===== src/rtl/wb_regfile_stage_if.sv =====
// -----------------------------------------------------------------------------
// wb_regfile_stage_if
//   Groups the signals between the MEM/WB register / ID stage and the
//   write-back register-file stage.
//   master : pipeline side. Drives the MEM/WB outputs and the ID read addresses,
//            and receives the read data, forwarding info, WWD port and counter.
//   slave  : the wb_regfile_stage itself.
// Signals
//   wb_valid, mem_data, alu_result, rd, mem_to_reg, reg_write, is_wwd  (to stage)
//   rs1_addr, rs2_addr                                                 (to stage)
//   rs1_data, rs2_data, wb_data, wb_fwd_en, wb_fwd_rd                  (from stage)
//   output_port, num_inst                                              (from stage)
// -----------------------------------------------------------------------------
interface wb_regfile_stage_if #(
  parameter int WORD_SIZE = 16,
  parameter int ADDR_W    = 2
);
  logic                 wb_valid;
  logic [WORD_SIZE-1:0] mem_data;
  logic [WORD_SIZE-1:0] alu_result;
  logic [ADDR_W-1:0]    rd;
  logic                 mem_to_reg;
  logic                 reg_write;
  logic                 is_wwd;
  logic [ADDR_W-1:0]    rs1_addr;
  logic [ADDR_W-1:0]    rs2_addr;
  logic [WORD_SIZE-1:0] rs1_data;
  logic [WORD_SIZE-1:0] rs2_data;
  logic [WORD_SIZE-1:0] wb_data;
  logic                 wb_fwd_en;
  logic [ADDR_W-1:0]    wb_fwd_rd;
  logic [WORD_SIZE-1:0] output_port;
  logic [WORD_SIZE-1:0] num_inst;

  modport master (
    output wb_valid, mem_data, alu_result, rd, mem_to_reg, reg_write, is_wwd,
    output rs1_addr, rs2_addr,
    input  rs1_data, rs2_data, wb_data, wb_fwd_en, wb_fwd_rd, output_port, num_inst
  );

  modport slave (
    input  wb_valid, mem_data, alu_result, rd, mem_to_reg, reg_write, is_wwd,
    input  rs1_addr, rs2_addr,
    output rs1_data, rs2_data, wb_data, wb_fwd_en, wb_fwd_rd, output_port, num_inst
  );
endinterface


===== src/rtl/wb_regfile_stage.sv =====
// -----------------------------------------------------------------------------
// wb_regfile_stage
//   Write-back end of the MEM/WB pipeline boundary. Selects the write-back
//   value, commits it to a small register file, latches the WWD output port
//   and counts retired instructions. ID-stage reads see a same-cycle write
//   through a write-through bypass.
// Ports
//   clk      : rising-edge clock
//   reset_n  : asynchronous, active-low reset (clears regs, output_port, num_inst)
//   bus      : wb_regfile_stage_if.slave (see interface file for signal list)
// -----------------------------------------------------------------------------
module wb_regfile_stage #(
  parameter int WORD_SIZE = 16,
  parameter int NUM_REGS  = 4,
  parameter int ADDR_W    = 2
) (
  input  logic               clk,
  input  logic               reset_n,
  wb_regfile_stage_if.slave  bus
);

  logic [WORD_SIZE-1:0] r_regs [NUM_REGS];
  logic [WORD_SIZE-1:0] r_output_port;
  logic [WORD_SIZE-1:0] r_num_inst;

  logic [WORD_SIZE-1:0] w_wb_data;
  logic                 w_wr_en;
  logic                 w_byp1;
  logic                 w_byp2;

  assign w_wb_data = bus.mem_to_reg ? bus.mem_data : bus.alu_result;

  // Gating with wb_valid first keeps a bubble's don't-care (possibly X)
  // controls from leaking into the bypass or forwarding outputs.
  assign w_wr_en = bus.wb_valid && bus.reg_write;
  assign w_byp1  = w_wr_en && (bus.rs1_addr == bus.rd);
  assign w_byp2  = w_wr_en && (bus.rs2_addr == bus.rd);

  assign bus.wb_data     = w_wb_data;
  assign bus.wb_fwd_en   = w_wr_en;
  assign bus.wb_fwd_rd   = bus.rd;
  assign bus.rs1_data    = w_byp1 ? w_wb_data : r_regs[bus.rs1_addr];
  assign bus.rs2_data    = w_byp2 ? w_wb_data : r_regs[bus.rs2_addr];
  assign bus.output_port = r_output_port;
  assign bus.num_inst    = r_num_inst;

  always_ff @(posedge clk or negedge reset_n) begin
    if (!reset_n) begin
      // NOTE: the register array is reset explicitly because software may read
      // any register before writing it and must see 0; this keeps it in flops
      // rather than a RAM macro, which is fine at this depth.
      for (int i = 0; i < NUM_REGS; i++) begin
        r_regs[i] <= '0;
      end
      r_output_port <= '0;
      r_num_inst    <= '0;
    end else if (bus.wb_valid) begin
      // NOTE: non-blocking assignments so every update in this block uses the
      // pre-edge values, matching real flop behaviour.
      if (bus.reg_write) begin
        r_regs[bus.rd] <= w_wb_data;
      end
      if (bus.is_wwd) begin
        r_output_port <= bus.alu_result;
      end
      r_num_inst <= r_num_inst + 1'b1;  // wraps naturally at 2^WORD_SIZE
    end
  end

endmodule


===== src/flat_wrapper.sv =====
// flat-port wrapper written by rule: the top's interface ports become plain ports
module wb_regfile_stage_flat 
#(
  parameter int WORD_SIZE = 16,
  parameter int NUM_REGS  = 4,
  parameter int ADDR_W    = 2
)
  (clk, reset_n, bus_wb_valid, bus_mem_data, bus_alu_result, bus_rd, bus_mem_to_reg, bus_reg_write, bus_is_wwd, bus_rs1_addr, bus_rs2_addr, bus_rs1_data, bus_rs2_data, bus_wb_data, bus_wb_fwd_en, bus_wb_fwd_rd, bus_output_port, bus_num_inst);
  wb_regfile_stage_if #(.WORD_SIZE(WORD_SIZE), .ADDR_W(ADDR_W)) bus_i ();
  input  logic clk;
  input  logic reset_n;
  input wire logic [$bits(bus_i.wb_valid)-1:0] bus_wb_valid;
  input wire logic [$bits(bus_i.mem_data)-1:0] bus_mem_data;
  input wire logic [$bits(bus_i.alu_result)-1:0] bus_alu_result;
  input wire logic [$bits(bus_i.rd)-1:0] bus_rd;
  input wire logic [$bits(bus_i.mem_to_reg)-1:0] bus_mem_to_reg;
  input wire logic [$bits(bus_i.reg_write)-1:0] bus_reg_write;
  input wire logic [$bits(bus_i.is_wwd)-1:0] bus_is_wwd;
  input wire logic [$bits(bus_i.rs1_addr)-1:0] bus_rs1_addr;
  input wire logic [$bits(bus_i.rs2_addr)-1:0] bus_rs2_addr;
  output wire logic [$bits(bus_i.rs1_data)-1:0] bus_rs1_data;
  output wire logic [$bits(bus_i.rs2_data)-1:0] bus_rs2_data;
  output wire logic [$bits(bus_i.wb_data)-1:0] bus_wb_data;
  output wire logic [$bits(bus_i.wb_fwd_en)-1:0] bus_wb_fwd_en;
  output wire logic [$bits(bus_i.wb_fwd_rd)-1:0] bus_wb_fwd_rd;
  output wire logic [$bits(bus_i.output_port)-1:0] bus_output_port;
  output wire logic [$bits(bus_i.num_inst)-1:0] bus_num_inst;
  assign bus_i.wb_valid = bus_wb_valid;
  assign bus_i.mem_data = bus_mem_data;
  assign bus_i.alu_result = bus_alu_result;
  assign bus_i.rd = bus_rd;
  assign bus_i.mem_to_reg = bus_mem_to_reg;
  assign bus_i.reg_write = bus_reg_write;
  assign bus_i.is_wwd = bus_is_wwd;
  assign bus_i.rs1_addr = bus_rs1_addr;
  assign bus_i.rs2_addr = bus_rs2_addr;
  assign bus_rs1_data = bus_i.rs1_data;
  assign bus_rs2_data = bus_i.rs2_data;
  assign bus_wb_data = bus_i.wb_data;
  assign bus_wb_fwd_en = bus_i.wb_fwd_en;
  assign bus_wb_fwd_rd = bus_i.wb_fwd_rd;
  assign bus_output_port = bus_i.output_port;
  assign bus_num_inst = bus_i.num_inst;
  wb_regfile_stage #(.WORD_SIZE(WORD_SIZE), .NUM_REGS(NUM_REGS), .ADDR_W(ADDR_W)) u_core (.clk(clk), .reset_n(reset_n), .bus(bus_i));
endmodule

===== config.mk =====
export PLATFORM = sky130hd
export DESIGN_NAME = wb_regfile_stage_flat
export DESIGN_NICKNAME = d
export VERILOG_FILES = /design/src/rtl/wb_regfile_stage_if.sv /design/src/rtl/wb_regfile_stage.sv /design/src/flat_wrapper.sv
export SDC_FILE = /design/constraint.sdc
export NUM_CORES = 1
export LEC_CHECK = 0
export ABC_AREA = 1
export BUFFER_PORTS_ARGS = -buffer_cell sky130_fd_sc_hd__buf_2
export CAP_MARGIN = 20
export CORE_UTILIZATION = 49
export DETAILED_ROUTE_END_ITERATION = 12
export PLACE_DENSITY = 0.8
export SLEW_MARGIN = 25
export SYNTH_ARGS = -nofsm -noshare
export SYNTH_HDL_FRONTEND = slang
export SYNTH_SLANG_ARGS = --single-unit

===== constraint.sdc =====
create_clock -name clk -period 1.26 [get_ports clk]
set_input_delay 0.063 -clock clk [delete_from_list [all_inputs] [get_ports clk]]
set_output_delay 0.063 -clock clk [all_outputs]
set_load 0.005 [all_outputs]

# [After elaboration in Yosys (flattened, before gate mapping)]
# Cells that the tools add are included.
[totals] output_inout_bits=83 reg_bits=96 input_bits=44
[op_classes] muxes=12 reduce_logical=6 n_addsub=1 n_eq_ne=2 order_cmp=4 n_bitwise=3
[ops] operator="$mux W16" n=8
[ops] operator="$bmux W16 S2" n=2
[ops] operator="$bwmux W64" n=1
[ops] operator="$demux W16 S2" n=1
[ops] operator="$add A16 B1 Y16 const B" n=1
[ops] operator="$ge A3 B3 Y1 const B" n=3
[ops] operator="$not A2 Y3" n=3
[ops] operator="$eq A2 B2 Y1" n=2
[ops] operator="$logic_and A1 B1 Y1" n=4
[ops] operator="$reduce_and A2 Y1" n=2
[ops] operator="$lt A3 B1 Y1 const B" n=1

# [Longest topological paths before layout]
# Gate-level depths: netlist of run 1.
[logic_depth] ltp_word=6 mapped_depth=9 mapped_depth_nobuf=8

# [Worst setup path after synthesis of run 1]
# OpenSTA, ideal clock, no wires.
[synth_path] path_type="register to register" start="register u_core.r_num_inst[0] (netlist: u_core.bus.num_inst[0])" end="register u_core.r_num_inst[12] (netlist: u_core.bus.num_inst[12])" t_arrival_ns=1.089 t_required_ns=1.136 path_stages_with_launch=6 setup_time_ns=0.124 period_less_slack_ns=1.214 n_path_buf=0 setup_slack_ns=0.046 cell_sequence="dfrtp_1 -> ha_1 -> nand2_1 -> nor2_1 -> nand3_1 -> xnor2_1"
[synth_between] elab_chain_len=1
[synth_lines] element="start: declaration" line_no="wb_regfile_stage.sv:24" text="logic [WORD_SIZE-1:0] r_num_inst;"
[synth_lines] element="start signal: assignment" line_no="wb_regfile_stage.sv:66" text="r_num_inst <= r_num_inst + 1'b1;"
[synth_lines] element="$add A16 B1 Y16" line_no="wb_regfile_stage.sv:66"
# No other way between the ends.
# A chain may end at the register's enable or synchronous reset.

# [Worst setup path after layout of run 1]
[layout_path] start="register u_core.r_regs[8] in the netlist's numbering" end="output port bus_rs1_data[8]"
[layout_between] elab_chain_len=4
[layout_lines] element="start: declaration" line_no="wb_regfile_stage.sv:22" text="logic [WORD_SIZE-1:0] r_regs [NUM_REGS];"
[layout_lines] element="start signal: indexed assignment" line_no="wb_regfile_stage.sv:61" text="r_regs[bus.rd] <= w_wb_data;"
[layout_lines] element="$bmux W16 S2" line_no="wb_regfile_stage.sv:42" text="assign bus.rs1_data = w_byp1 ? w_wb_data : r_regs[bus.rs1_addr];"
[layout_lines] element="$mux W16 (implied by the code) (2 in a row)" line_no="wb_regfile_stage.sv:42"
[layout_lines] element="$mux W16" line_no="wb_regfile_stage.sv:42"
[layout_lines] element="end: declaration" line_no="flat_wrapper.sv:21" text="output wire logic [$bits(bus_i.rs1_data)-1:0] bus_rs1_data;"
# No other way between the ends. The select of a mux whose other input is x is not followed.

==> results_tabular.tex, run 1 <==
\begin{tabular}{lr}
\hline
Metric & Value \\
\hline
\multicolumn{2}{l}{\textbf{Floorplanning}} \\
\quad Width of the die & 107 um \\
\quad Number of placement rows & 38 \\
\quad Overall die area & between 0.01 and 0.015 mm2 \\
\quad Initial core utilization & 50.1\% \\
\quad Io pins & 127 \\
\quad Y dimension of the die & 107 um \\
\quad Core area & about 0.011 mm2 \\
\multicolumn{2}{l}{\textbf{STA}} \\
\quad Max Clock Freq & 688 MHz \\
\quad Number of max-slew violations in the final report & 0 \\
\quad Final worst-path setup slack & -0.193 ns \\
\quad Rel. slew slack & 72.4\% \\
\quad RSZ-0062 raised after global routing & true \\
\quad Number of failing setup endpoints in the final timing report & 36 \\
\quad Final period demand of the worst path & 1.45 ns \\
\quad Final period util & 115\% \\
\quad Number of hold-slack violations in the final timing report & 0 \\
\quad Slew @ Worst Pin & 0.411 ns \\
\quad Layout Skew & 0.00869 ns \\
\multicolumn{2}{l}{\textbf{Run status}} \\
\quad Status & finished, violations left \\
\quad Violations in the final reports & setup timing \\
\multicolumn{2}{l}{\textbf{Yosys}} \\
\quad Share of the synthesized area in the top cell type & 44.2\% \\
\quad Syn Std Cell Area & 0.00543 mm2 \\
\quad Average footprint of a synthesized cell & between 7 and 8 um2 \\
\quad Portion of the post-synthesis area used by sequential elements & roughly 44\% \\
\quad Leading post-synthesis cells by cell area & dfrtp\_1, nand2\_1, o21ai\_0, inv\_1, a21oi\_1 \\
\quad Yosys top cell by area & dfrtp\_1 \\
\quad Count of cell types in the netlist & 26 \\
\quad Number of nets produced by synthesis & 803 \\
\quad Count of yosys warnings during synthesis & 0 \\
\quad Count of mapped cells out of synthesis & about 760 \\
\quad Count of state elements after synthesis & 96 \\
\multicolumn{2}{l}{\textbf{Power and ir drop}} \\
\quad Psw & 3.36 mW \\
\quad Share of power burned in registers & 43.9\% \\
\quad Relative contribution of combinational cells to total power & 33.5\% \\
\quad IR drop worst, VDD & 1230 uV \\
\quad Int Pwr & 6.09 mW \\
\quad Power density over the cells & 1320 mW/mm2 \\
\quad Static power due to leakage & about 3.7 nW \\
\quad Share of power burned in the clock network & roughly 23\% \\
\quad Switching Fraction & 35.5\% \\
\multicolumn{2}{l}{\textbf{Global route}} \\
\quad Most utilized layer in the global route result & met2 \\
\quad GRT Total Usage & 28.6\% \\
\quad Met3 track utilization from global routing & approximately 7\% \\
\quad Routing usage on met1 & a little under two fifths \\
\quad Maximum number of pins on one net before global-route repair & 59 \\
\quad First-pass GRT wire length & 25.3 mm \\
\quad Number of antenna violations at the first check in global routing & 0 \\
\quad Met2 Usage GRT & 45.5\% \\
\quad GR Overflow Total & 0 \\
\quad Via count of the first global-routing pass & 5278 \\
\multicolumn{2}{l}{\textbf{Critical path}} \\
\quad Master of the slowest instance on the critical path & dfrtp\_1 \\
\quad Crit. End Element & primary output \\
\quad Type of the worst setup path & register to primary output \\
\quad Required time of the critical path & approximately 1.2 ns \\
\quad Maximum fanout along the worst path & 2 \\
\quad Maximum single-stage delay on the critical path & around 0.40 ns \\
\quad Cell type group with the largest total delay on the critical path & flip-flops \\
\quad Critical-path cell list & inv\_1 -> nand2\_1 -> o211ai\_1 -> nand2\_1 -> nand2\_1 -> o21ai\_1 -> buf\_2 \\
\quad Critical path data arrival time & about 1.4 ns \\
\quad CP Launch Type & register \\
\quad CP most frequent cell & nand2\_1 \\
\quad Critical path buffers and inverters & 2 \\
\multicolumn{2}{l}{\textbf{Clocking}} \\
\quad CTS H-tree depth & 3 \\
\quad Clock root buffer & clkbuf\_8 \\
\quad Clock slew at reported path FFs & about 0.10 ns \\
\quad Number of clock sinks & 96 \\
\quad Insertion delay of the later-clocked pin in the worst-skew pair & 0.39 ns \\
\quad Clock tree from TritonCTS & done \\
\quad Longest Clk Path Bufs & 2 \\
\quad Clock buffer count from CTS & 9 \\
\multicolumn{2}{l}{\textbf{Routing}} \\
\quad Aggregate routed wire length & 16.1 mm \\
\quad Number of iterations in the first detailed-routing pass & 5 \\
\quad Count of vias placed by the detailed router & about 5700 \\
\quad First DRT Iteration DRCs & 471 \\
\quad Mean routed wirelength per cell & approximately 15 um \\
\quad Number of nets with antenna violations after detailed routing & 0 \\
\quad Vias per cell & 5.29 \\
\quad Number of DRC violations after detailed routing & 0 \\
\multicolumn{2}{l}{\textbf{Layout}} \\
\quad Layout cell share with drive strength beyond 1 & $\sim$28\% \\
\quad Non-filler cells, final & 1077 \\
\quad Final nets & approximately 980 \\
\quad Post-layout utilization of the core & 66.3\% \\
\quad Post-synthesis to final-layout area growth & 32.3\% \\
\quad ANT cells & 0 \\
\quad Fillers & roughly 900 \\
\multicolumn{2}{l}{\textbf{Run}} \\
\quad Reported max-cap violation count & 0 \\
\multicolumn{2}{l}{\textbf{Place}} \\
\quad Instance count after placement with tap cells included & 1032 \\
\quad Dpl hpwl & 10.9 mm \\
\quad Worst setup slack before clock tree synthesis & -0.000883 ns \\
\quad Weighted congestion at the end of routability-driven global placement & between 0.8 and 0.9 \\
\quad Count of input and output buffers & 126 \\
\multicolumn{2}{l}{\textbf{Min path}} \\
\quad Min-delay worst type & input port to register \\
\hline
\end{tabular}
-- worst paths after layout --
path / slack [ns] / cells past startpoint / end / from
worst max-delay path: -0.19 / 7 / bus_rs1_data[8] / u_core.r_regs[8]$_DFFE_PN0P_
worst min-delay path: 0.05 / 3 / u_core.bus.num_inst[0]$_DFFE_PN0P_ / bus_wb_valid
worst max register to register: -0.05 / 7 / u_core.bus.num_inst[14]$_DFFE_PN0P_ / u_core.bus.num_inst[1]$_DFFE_PN0P_
worst min register to register: 0.50 / 2 / u_core.bus.output_port[4]$_DFFE_PN0P_ / u_core.bus.output_port[4]$_DFFE_PN0P_
max in group asynchronous: 0.62 / 3 / u_core.bus.output_port[0]$_DFFE_PN0P_ / reset_n
min in group asynchronous: 0.08 / 2 / u_core.r_regs[26]$_DFFE_PN0P_ / reset_n
-- cells by family after synthesis --
logic type / after synthesis / share of synthesized area [%]
mux: 1 / 0.207
buf+inv: 164 / 12.1
flops: 96 / 44.2
compound gates: 226 / 21.6
fa+ha+maj: 1 / 0.230
simple gates: 257 / 19.5
xor+xnor: 13 / 2.24
-- what timing repair did --
item                                    CTS  global route
endpoints found under the hold margin   112             0
hold buffers                             17             0
gates resized for setup                  46            49
pin swaps                                27            21
setup buffers                             8             4
endpoints found under the setup margin   34            41
-- stage by stage --
step	hold slack [ns]	cell area [um2]	setup TNS [ns]	power, mW
finish	0.0513	7180	-3.72	9.45
global route	0.0492	7180	-6.96	10.0
CTS	0.0292	7030	-3.46	9.20
detailed placement	-0.0581	6580	-0.000883	6.84
floorplan	-0.233	5430	0	5.54
global placement	-0.0578	6580	0	6.74
-- layout by cell type, fill, tap and decap left out, drive strengths merged --
cell	Yosys	routed
clkinvlp	0	1
ha	1	1
buf	26	194
xnor2	7	7
o21ai	161	161
nand4	2	2
clkbuf	22	9
dfrtp	96	96
mux2	1	1
inv	115	119
dlygate4sd3	0	17
o211ai	16	16
nor2	16	16
nand2	193	193
nand3	41	41
xor2	6	6
a21oi	49	49
clkinv	1	2
nand3b	1	1
bufinv	0	1
nor3	4	4
-- worst min-delay path: cells and delay by family --
family / cells / cell delay (ns)
xor+xnor: 1 / 0.08
buf+inv: 2 / 0.26
-- flip-flops by register name (all words and copies together) (netlist names) --
register / cells
u_core.bus.num_inst: 16
u_core.bus.output_port: 16
u_core.r_regs: 64
-- cell usage after synthesis --
| library cell | count |
|---|---|
| buf_4 | 5 |
| nand2_1 | 191 |
| nand2_2 | 2 |
| clkbuf_1 | 22 |
| buf_1 | 5 |
| buf_2 | 16 |
| mux2_2 | 1 |
| xnor2_2 | 1 |
| nor2_4 | 1 |
| nand3b_1 | 1 |
| nor2_1 | 15 |
| o211ai_1 | 16 |
| clkinv_1 | 1 |
| inv_2 | 2 |
| nand4_1 | 2 |
| a21oi_1 | 49 |
| dfrtp_1 | 96 |
| nand3_1 | 41 |
| xor2_1 | 6 |
| xnor2_1 | 6 |
| nor3_2 | 3 |
| nor3_1 | 1 |
| o21ai_1 | 21 |
| o21ai_0 | 140 |
| inv_1 | 113 |
| ha_1 | 1 |
-- power groups by stage --
| stage | registers (mW) | clock network, mW | logic [mW] |
|---|---|---|---|
| 2_1_floorplan | 4.12 | 0 | 1.42 |
| 3_3_place_gp | 4.11 | 0 | 2.63 |
| 6_report | 4.15 | 2.14 | 3.16 |
| 3_5_place_dp | 4.14 | 0 | 2.70 |
| 5_1_grt | 4.20 | 2.28 | 3.52 |
| 4_1_cts | 4.09 | 2.18 | 2.93 |
-- area by class of cell --
class | instances | area (um2) | share of cell area [%]
clock buffers | 9 | 124 | 1.72
multi-input cells | 498 | 2510 | 34.9
repair buffers | 211 | 1450 | 20.2
well taps | 140 | 175 | 2.44
flip-flops and latches | 96 | 2400 | 33.4
inverters | 116 | 435 | 6.06
clock inverters | 7 | 83.8 | 1.17
-- layer usage --
layer,vias up,share of wire [%]
li1,2781,-
met4,0,1.6
met2,234,47
met3,24,7.5
met5,-,0
met1,2660,44
(Power assumes the default switching activity.)
==> inputs of run 2 (changes only) <==
Settings changed: ABC_AREA 1 to unset, CORE_UTILIZATION 49 to 48, PLACE_DENSITY 0.8 to 0.79.
==> run 2 against run 1 <==
  * The flow still finishes with violations (setup timing)
  * Via count decreased by 24%
  * Critical path type unchanged
  * Fmax down 15%
  * Global-route usage shrank 1.7 points
  * Flip-flop and latch count stayed put
==> results_tabular.tex, run 2 <==
\begin{tabular}{lr}
\hline
Metric & Value \\
\hline
\multicolumn{2}{l}{\textbf{Yosys}} \\
\quad Count of yosys warnings during synthesis & 0 \\
\quad Leading post-synthesis cells by cell area & dfrtp\_1, mux4\_2, o21ai\_0, nand2\_1, mux2\_2 \\
\quad Most used standard cell by instance count after synthesis & dfrtp\_1 \\
\quad Average footprint of a synthesized cell & 11.6 um2 \\
\quad Number of nets produced by synthesis & just under 500 \\
\quad Count of mapped cells out of synthesis & 436 \\
\quad Count of state elements after synthesis & 96 \\
\quad Portion of the post-synthesis area used by sequential elements & a little under half \\
\quad Syn Std Cell Area & 0.00505 mm2 \\
\quad Fraction of synthesis flops using an asynchronous set or reset pin & 100\% \\
\quad Number of enable flip-flop cells after synthesis & 0 \\
\quad Most used flip-flop cell after synthesis & dfrtp\_1 \\
\quad Share of the synthesized area in the top cell type & 47.6\% \\
\quad Yosys top cell by area & dfrtp\_1 \\
\quad Most numerous cell types in the synthesized netlist & dfrtp\_1, nand2\_1, o21ai\_0, mux2\_2, mux4\_2 \\
\quad Count of cell types in the netlist & 30 \\
\multicolumn{2}{l}{\textbf{Layout}} \\
\quad Post-layout utilization of the core & 70.7\% \\
\quad Post-synthesis to final-layout area growth & 44.0\% \\
\quad Biggest register & u\_core.r\_regs \\
\quad FF/Latch Area & 0.00240 mm2 \\
\quad Final design area excluding fillers & 0.00727 mm2 \\
\quad Most common library cell in the layout ignoring fill and taps & buf\_2 \\
\quad Combined area of the multi-input logic cells & 0.00250 mm2 \\
\quad Final nets & 709 \\
\quad Non-filler cells, final & 805 \\
\quad Layout cell share with drive strength beyond 1 & 50.4\% \\
\quad Number of flip-flops in the largest register & 64 \\
\quad Fillers & 711 \\
\quad ANT cells & 0 \\
\quad Commonest cells after routing, fill and taps aside & buf\_2, dfrtp\_1, buf\_4 \\
\multicolumn{2}{l}{\textbf{Routing}} \\
\quad Mean routed wirelength per cell & 17.3 um \\
\quad Number of iterations in the first detailed-routing pass & 5 \\
\quad Number of DRC violations after detailed routing & 0 \\
\quad Aggregate routed wire length & 14.0 mm \\
\quad Vias per cell & approximately 5.4 \\
\quad First DRT Iteration DRCs & between 200 and 300 \\
\quad Count of vias placed by the detailed router & 4355 \\
\quad Number of nets with antenna violations after detailed routing & 0 \\
\multicolumn{2}{l}{\textbf{Critical path}} \\
\quad Maximum fanout along the worst path & 2 \\
\quad Crit. End Element & primary output \\
\quad Required time of the critical path & 1.20 ns \\
\quad CP Launch Type & register \\
\quad Critical path data arrival time & 1.65 ns \\
\quad Type of the worst setup path & register to primary output \\
\multicolumn{2}{l}{\textbf{STA}} \\
\quad Layout Skew & 0.00840 ns \\
\quad Slew @ Worst Pin & 0.362 ns \\
\quad Final worst-path setup slack & -0.458 ns \\
\quad Minimum hold slack & 0.0568 ns \\
\quad Rel. slew slack & 75.2\% \\
\quad Final period demand of the worst path & about 1.7 ns \\
\quad RSZ-0062 raised after global routing & true \\
\quad Summed negative setup slack over all endpoints & -12.56 ns \\
\quad Final period util & 136\% \\
\quad Max Clock Freq & 582 MHz \\
\quad Number of max-slew violations in the final report & 0 \\
\quad Number of failing setup endpoints in the final timing report & 33 \\
\quad Number of hold-slack violations in the final timing report & 0 \\
\multicolumn{2}{l}{\textbf{Power and ir drop}} \\
\quad Psw & 3.04 mW \\
\quad Switching Fraction & a little under a third \\
\quad Post-layout power & 9.93 mW \\
\quad Static power due to leakage & roughly 3.6 nW \\
\quad Relative contribution of combinational cells to total power & a little under two fifths \\
\quad Power density over the cells & $\sim$1400 mW/mm2 \\
\quad IR drop worst, VDD & 954 uV \\
\quad Share of power burned in registers & 42.0\% \\
\quad Int Pwr & roughly 6.9 mW \\
\quad Share of power burned in the clock network & approximately 20\% \\
\multicolumn{2}{l}{\textbf{Place}} \\
\quad Dpl hpwl & $\sim$9.3 mm \\
\quad Instance count after placement with tap cells included & 750 \\
\quad Instance area at placement & 0.00646 mm2 \\
\quad Worst setup slack before clock tree synthesis & -0.148 ns \\
\quad Count of input and output buffers & 126 \\
\quad Weighted congestion at the end of routability-driven global placement & 0.859 \\
\multicolumn{2}{l}{\textbf{Floorplanning}} \\
\quad Y dimension of the die & 105 um \\
\quad Initial core utilization & 49.1\% \\
\quad Width of the die & 105 um \\
\quad Io pins & approximately 130 \\
\quad Overall die area & 0.0109 mm2 \\
\quad Core area & 0.0103 mm2 \\
\quad Number of placement rows & 37 \\
\multicolumn{2}{l}{\textbf{Clocking}} \\
\quad Number of clock sinks & 96 \\
\quad Clock tree from TritonCTS & done \\
\quad Insertion delay of the later-clocked pin in the worst-skew pair & 0.35 ns \\
\quad Clock slew at reported path FFs & 0.09 ns \\
\quad Clock root buffer & clkbuf\_8 \\
\quad Clock buffer count from CTS & 9 \\
\quad Longest Clk Path Bufs & 2 \\
\quad CTS H-tree depth & 3 \\
\multicolumn{2}{l}{\textbf{Run status}} \\
\quad Violations in the final reports & setup timing \\
\quad Status & finished, violations left \\
\multicolumn{2}{l}{\textbf{Global route}} \\
\quad GR Overflow Total & 0 \\
\quad Via count of the first global-routing pass & roughly 4600 \\
\quad GRT Total Usage & 26.8\% \\
\quad Maximum number of pins on one net before global-route repair & 45 \\
\quad Number of antenna violations at the first check in global routing & 0 \\
\quad First-pass GRT wire length & 22.9 mm \\
\multicolumn{2}{l}{\textbf{Min path}} \\
\quad Min-delay worst type & input port to register \\
\multicolumn{2}{l}{\textbf{Run}} \\
\quad Reported max-cap violation count & 0 \\
\hline
\end{tabular}
[run 2: cell type report]
cell class	count	share of cell area, %
clock inverters	5	0.792
well taps	136	2.34
inverters	17	0.878
repair buffers	247	26.7
flip-flops and latches	96	33.1
clock buffers	11	1.81
multi-input cells	293	34.4
[run 2: repair_timing]
| action | 4_1_cts | 5_1_grt |
|---|---|---|
| hold endpoints to repair | 112 | 0 |
| pin swaps | 16 | 8 |
| buffers inserted | 11 | 11 |
| hold buffers | 17 | 0 |
| resized for setup | 61 | 36 |
| endpoints found under the setup margin | 34 | 41 |
[run 2: metal layers]
metal | GRT usage, % | share of wire (%)
met1 | 34.6 | 42
met2 | 46.5 | 52
met3 | 3.37 | 4.8
met4 | 9.80 | 1.0
met5 | 0 | 0
[run 2: path summary, 6_finish.rpt]
path / startpoint / end / slack (ns) / depth (start not counted)
setup / recovery: u_core.r_regs[15]$_DFFE_PN0P_ / bus_rs1_data[15] / -0.46 / 3
hold / removal: bus_wb_valid / u_core.bus.num_inst[0]$_DFFE_PN0P_ / 0.06 / 3
setup reg to reg: u_core.bus.num_inst[0]$_DFFE_PN0P_ / u_core.bus.num_inst[10]$_DFFE_PN0P_ / -0.07 / 5
hold reg to reg: u_core.bus.num_inst[11]$_DFFE_PN0P_ / u_core.bus.num_inst[11]$_DFFE_PN0P_ / 0.49 / 1
max in group asynchronous: reset_n / u_core.r_regs[47]$_DFFE_PN0P_ / 0.57 / 3
min in group asynchronous: reset_n / u_core.r_regs[6]$_DFFE_PN0P_ / 0.14 / 2
[run 2: logic make-up after synthesis]
group	synth area share, %
muxes	26.2
and+or+nand+nor	9.50
adders and majority gates	0.248
AOI/OAI and AO/OA	7.93
xor gates and xnor gates	3.30
buffers and inverters	5.18
DFF	47.6
[run 2: power groups by stage]
stage | clock network (mW) | registers (mW) | logic (mW)
finish | 1.99 | 4.18 | 3.77
global route | 2.14 | 4.24 | 4.08
CTS | 2.01 | 4.11 | 3.42
detailed placement | 0 | 4.15 | 3.02
global placement | 0 | 4.08 | 2.90
floorplan | 0 | 4.11 | 1.51
[run 2: critical path, cell delays in order (launching register included)]
cell	delay, ns
dfrtp_1	0.40
mux4_2	0.49
mux2_4	0.30
buf_6	0.12
==> inputs of run 3 (changes only) <==
Settings changed: REMOVE_ABC_BUFFERS set to 1.
==> run 3 against run 2 <==
  * The flow still finishes with violations (setup timing)
  * Non-clock buffer count grew 21
  * Count of clock-buffer cells in the layout is the same
  * Sequential power is essentially flat
  * Total power grew 5.5%
  * Wire length grew 10%
  * Die area is the same
  * Sequential share of layout area shrank 0.88 points
  * Combinational power grew 7.4%
  * Via count grew 4.8%
  * Flip-flop and latch count is the same
  * Critical path type unchanged
==> results_tabular.tex, run 3 (synthesis results as in run 2) <==
\begin{tabular}{lr}
\hline
Metric & Value \\
\hline
\multicolumn{2}{l}{\textbf{Layout}} \\
\quad FF/Latch Area & roughly 0.0024 mm2 \\
\quad Final nets & 730 \\
\quad Commonest cells after routing, fill and taps aside & buf\_2, dfrtp\_1, buf\_4 \\
\quad Biggest register & u\_core.r\_regs \\
\quad Number of flip-flops in the largest register & 64 \\
\quad Non-filler cells, final & 826 \\
\quad Fillers & roughly 690 \\
\quad Layout cell share with drive strength beyond 1 & 51.0\% \\
\quad Post-layout utilization of the core & 72.6\% \\
\quad Most common library cell in the layout ignoring fill and taps & buf\_2 \\
\quad ANT cells & 0 \\
\quad Combined area of the multi-input logic cells & between 0.002 and 0.0025 mm2 \\
\quad Post-synthesis to final-layout area growth & 47.9\% \\
\multicolumn{2}{l}{\textbf{Power and ir drop}} \\
\quad Int Pwr & 7.28 mW \\
\quad Psw & roughly 3.2 mW \\
\quad Switching Fraction & 30.5\% \\
\quad Power density over the cells & 1400 mW/mm2 \\
\quad Static power due to leakage & 3.72 nW \\
\quad Relative contribution of combinational cells to total power & 38.7\% \\
\quad IR drop worst, VDD & 1260 uV \\
\quad Share of power burned in registers & 39.8\% \\
\quad Share of power burned in the clock network & 21.5\% \\
\multicolumn{2}{l}{\textbf{STA}} \\
\quad Number of max-slew violations in the final report & 0 \\
\quad Final period demand of the worst path & 1.75 ns \\
\quad Slew @ Worst Pin & between 0.2 and 0.25 ns \\
\quad Number of hold-slack violations in the final timing report & 0 \\
\quad Final period util & 139\% \\
\quad Summed negative setup slack over all endpoints & -13.85 ns \\
\quad Layout Skew & 0.00432 ns \\
\quad Number of failing setup endpoints in the final timing report & 34 \\
\quad RSZ-0062 raised after global routing & true \\
\quad Max Clock Freq & 571 MHz \\
\quad Final worst-path setup slack & -0.490 ns \\
\quad Rel. slew slack & between 80\% and 90\% \\
\multicolumn{2}{l}{\textbf{Critical path}} \\
\quad Critical path data arrival time & 1.69 ns \\
\quad RR Startpoint & u\_core.bus.num\_inst[2]\$\_DFFE\_PN0P\_ \\
\quad Crit. End Element & primary output \\
\quad CP Launch Type & register \\
\quad Timing startpoint of the critical path & u\_core.r\_regs[11]\$\_DFFE\_PN0P\_ \\
\quad Maximum fanout along the worst path & 2 \\
\quad Required time of the critical path & 1.20 ns \\
\quad Type of the worst setup path & register to primary output \\
\multicolumn{2}{l}{\textbf{Routing}} \\
\quad Vias per cell & 5.52 \\
\quad Number of iterations in the first detailed-routing pass & 6 \\
\quad Number of nets with antenna violations after detailed routing & 0 \\
\quad First DRT Iteration DRCs & 190 \\
\quad Number of DRC violations after detailed routing & 0 \\
\quad Mean routed wirelength per cell & 18.6 um \\
\quad Aggregate routed wire length & 15.4 mm \\
\quad Count of vias placed by the detailed router & 4562 \\
\multicolumn{2}{l}{\textbf{Run}} \\
\quad Reported max-cap violation count & 0 \\
\multicolumn{2}{l}{\textbf{Clocking}} \\
\quad Clock slew at reported path FFs & 0.10 ns \\
\quad Clock root buffer & clkbuf\_8 \\
\quad CTS H-tree depth & 3 \\
\quad Number of clock sinks & 96 \\
\quad Insertion delay of the later-clocked pin in the worst-skew pair & 0.37 ns \\
\quad Clock buffer count from CTS & 9 \\
\quad Clock tree from TritonCTS & done \\
\quad Longest Clk Path Bufs & 2 \\
\multicolumn{2}{l}{\textbf{Run status}} \\
\quad Violations in the final reports & setup timing \\
\quad Status & finished, violations left \\
\multicolumn{2}{l}{\textbf{Place}} \\
\quad Instance count after placement with tap cells included & 762 \\
\quad Count of input and output buffers & 126 \\
\quad Worst setup slack before clock tree synthesis & -0.192 ns \\
\quad Dpl hpwl & 9.89 mm \\
\quad Weighted congestion at the end of routability-driven global placement & 0.812 \\
\multicolumn{2}{l}{\textbf{Global route}} \\
\quad First-pass GRT wire length & 23.8 mm \\
\quad GR Overflow Total & 0 \\
\quad Number of antenna violations at the first check in global routing & 0 \\
\quad Via count of the first global-routing pass & 4729 \\
\quad Maximum number of pins on one net before global-route repair & 35 \\
\quad GRT Total Usage & 28.5\% \\
\multicolumn{2}{l}{\textbf{Floorplanning}} \\
\quad Overall die area & 0.0109 mm2 \\
\quad Core area & 0.0103 mm2 \\
\quad Width of the die & 105 um \\
\quad Y dimension of the die & between 100 and 150 um \\
\quad Initial core utilization & between 40\% and 50\% \\
\quad Io pins & 127 \\
\quad Number of placement rows & 37 \\
\multicolumn{2}{l}{\textbf{Min path}} \\
\quad Min-delay worst type & input port to asynchronous set/reset pin \\
\hline
\end{tabular}
## run 3: cell count changes in the layout (fill, tap and decap cells not counted), moves of 2 or more
cell | before | now
buf_6 | 38 | 51
buf_4 | 69 | 79
nand2_1 | 64 | 67
nand2_2 | 7 | 4
o21ai_1 | 10 | 13
o21ai_2 | 6 | 3
buf_12 | 14 | 12
clkinvlp_4 | 3 | 1
nand3_1 | 4 | 2
nand3_2 | 2 | 4
nor2_4 | 0 | 2
## run 3: power groups by stage
stage,Sequential (mW),Clock (mW),Combinational [mW]
floorplan,4.12,0,1.41
global placement,4.06,0,2.98
detailed placement,4.14,0,3.11
CTS,4.10,2.26,3.67
global route,4.22,2.37,4.37
finish,4.17,2.25,4.05
## run 3: per-layer routing
| metal | wire length (um) | part of all wire (%) | vias to the layer above | track usage [%] |
|---|---|---|---|---|
| met5 | 0 | 0 | - | 0 |
| met3 | 964 | 6.3 | 35 | 5.18 |
| met1 | 6150 | 40 | 2267 | 35.3 |
| met2 | 7840 | 51 | 221 | 49.0 |
| li1 | - | - | 2039 | - |
| met4 | 409 | 2.7 | 0 | 11.8 |
## run 3: through the flow
step / power (mW) / hold slack, ns / instance area, um2
finish: 10.5 / 0.0822 / 7460
global route: 11.0 / 0.0965 / 7460
CTS: 10.0 / 0.0712 / 7220
detailed placement: 7.25 / -0.0655 / 6510
global placement: 7.04 / -0.0653 / 6510
floorplan: 5.53 / -0.233 / 4850
## run 3: repair_timing
item	4_1_cts	5_1_grt
endpoints found under the setup margin	39	43
buffers inserted	17	14
hold endpoints to repair	112	0
hold buffers	17	0
pin swaps	23	9
resized for setup	79	29
## run 3: final cells by class
class | instances | area share [%]
tap | 136 | 2.28
clock inverter | 5 | 1.09
inverter | 17 | 0.855
multi-input combinational | 293 | 33.4
clock buffer | 11 | 1.76
timing repair buffer | 268 | 28.4
sequential | 96 | 32.2
## run 3: path summary, 6_finish.rpt
kind | cells after the start | end | slack [ns]
hold reg to reg | 1 | u_core.bus.num_inst[15]$_DFFE_PN0P_ | 0.47
max in group asynchronous | 3 | u_core.bus.num_inst[1]$_DFFE_PN0P_ | 0.66
hold / removal | 2 | u_core.bus.output_port[7]$_DFFE_PN0P_ | 0.08
min in group clk | 4 | u_core.bus.num_inst[0]$_DFFE_PN0P_ | 0.13
setup / recovery | 5 | bus_rs2_data[11] | -0.49
setup reg to reg | 5 | u_core.bus.num_inst[11]$_DFFE_PN0P_ | -0.03
## run 3: critical path, cell delays in order, from the launching register on
cell     delay (ns)
dfrtp_1        0.41
buf_6          0.13
mux4_2         0.48
nand2_2        0.09
o21ai_2        0.06
buf_2          0.14
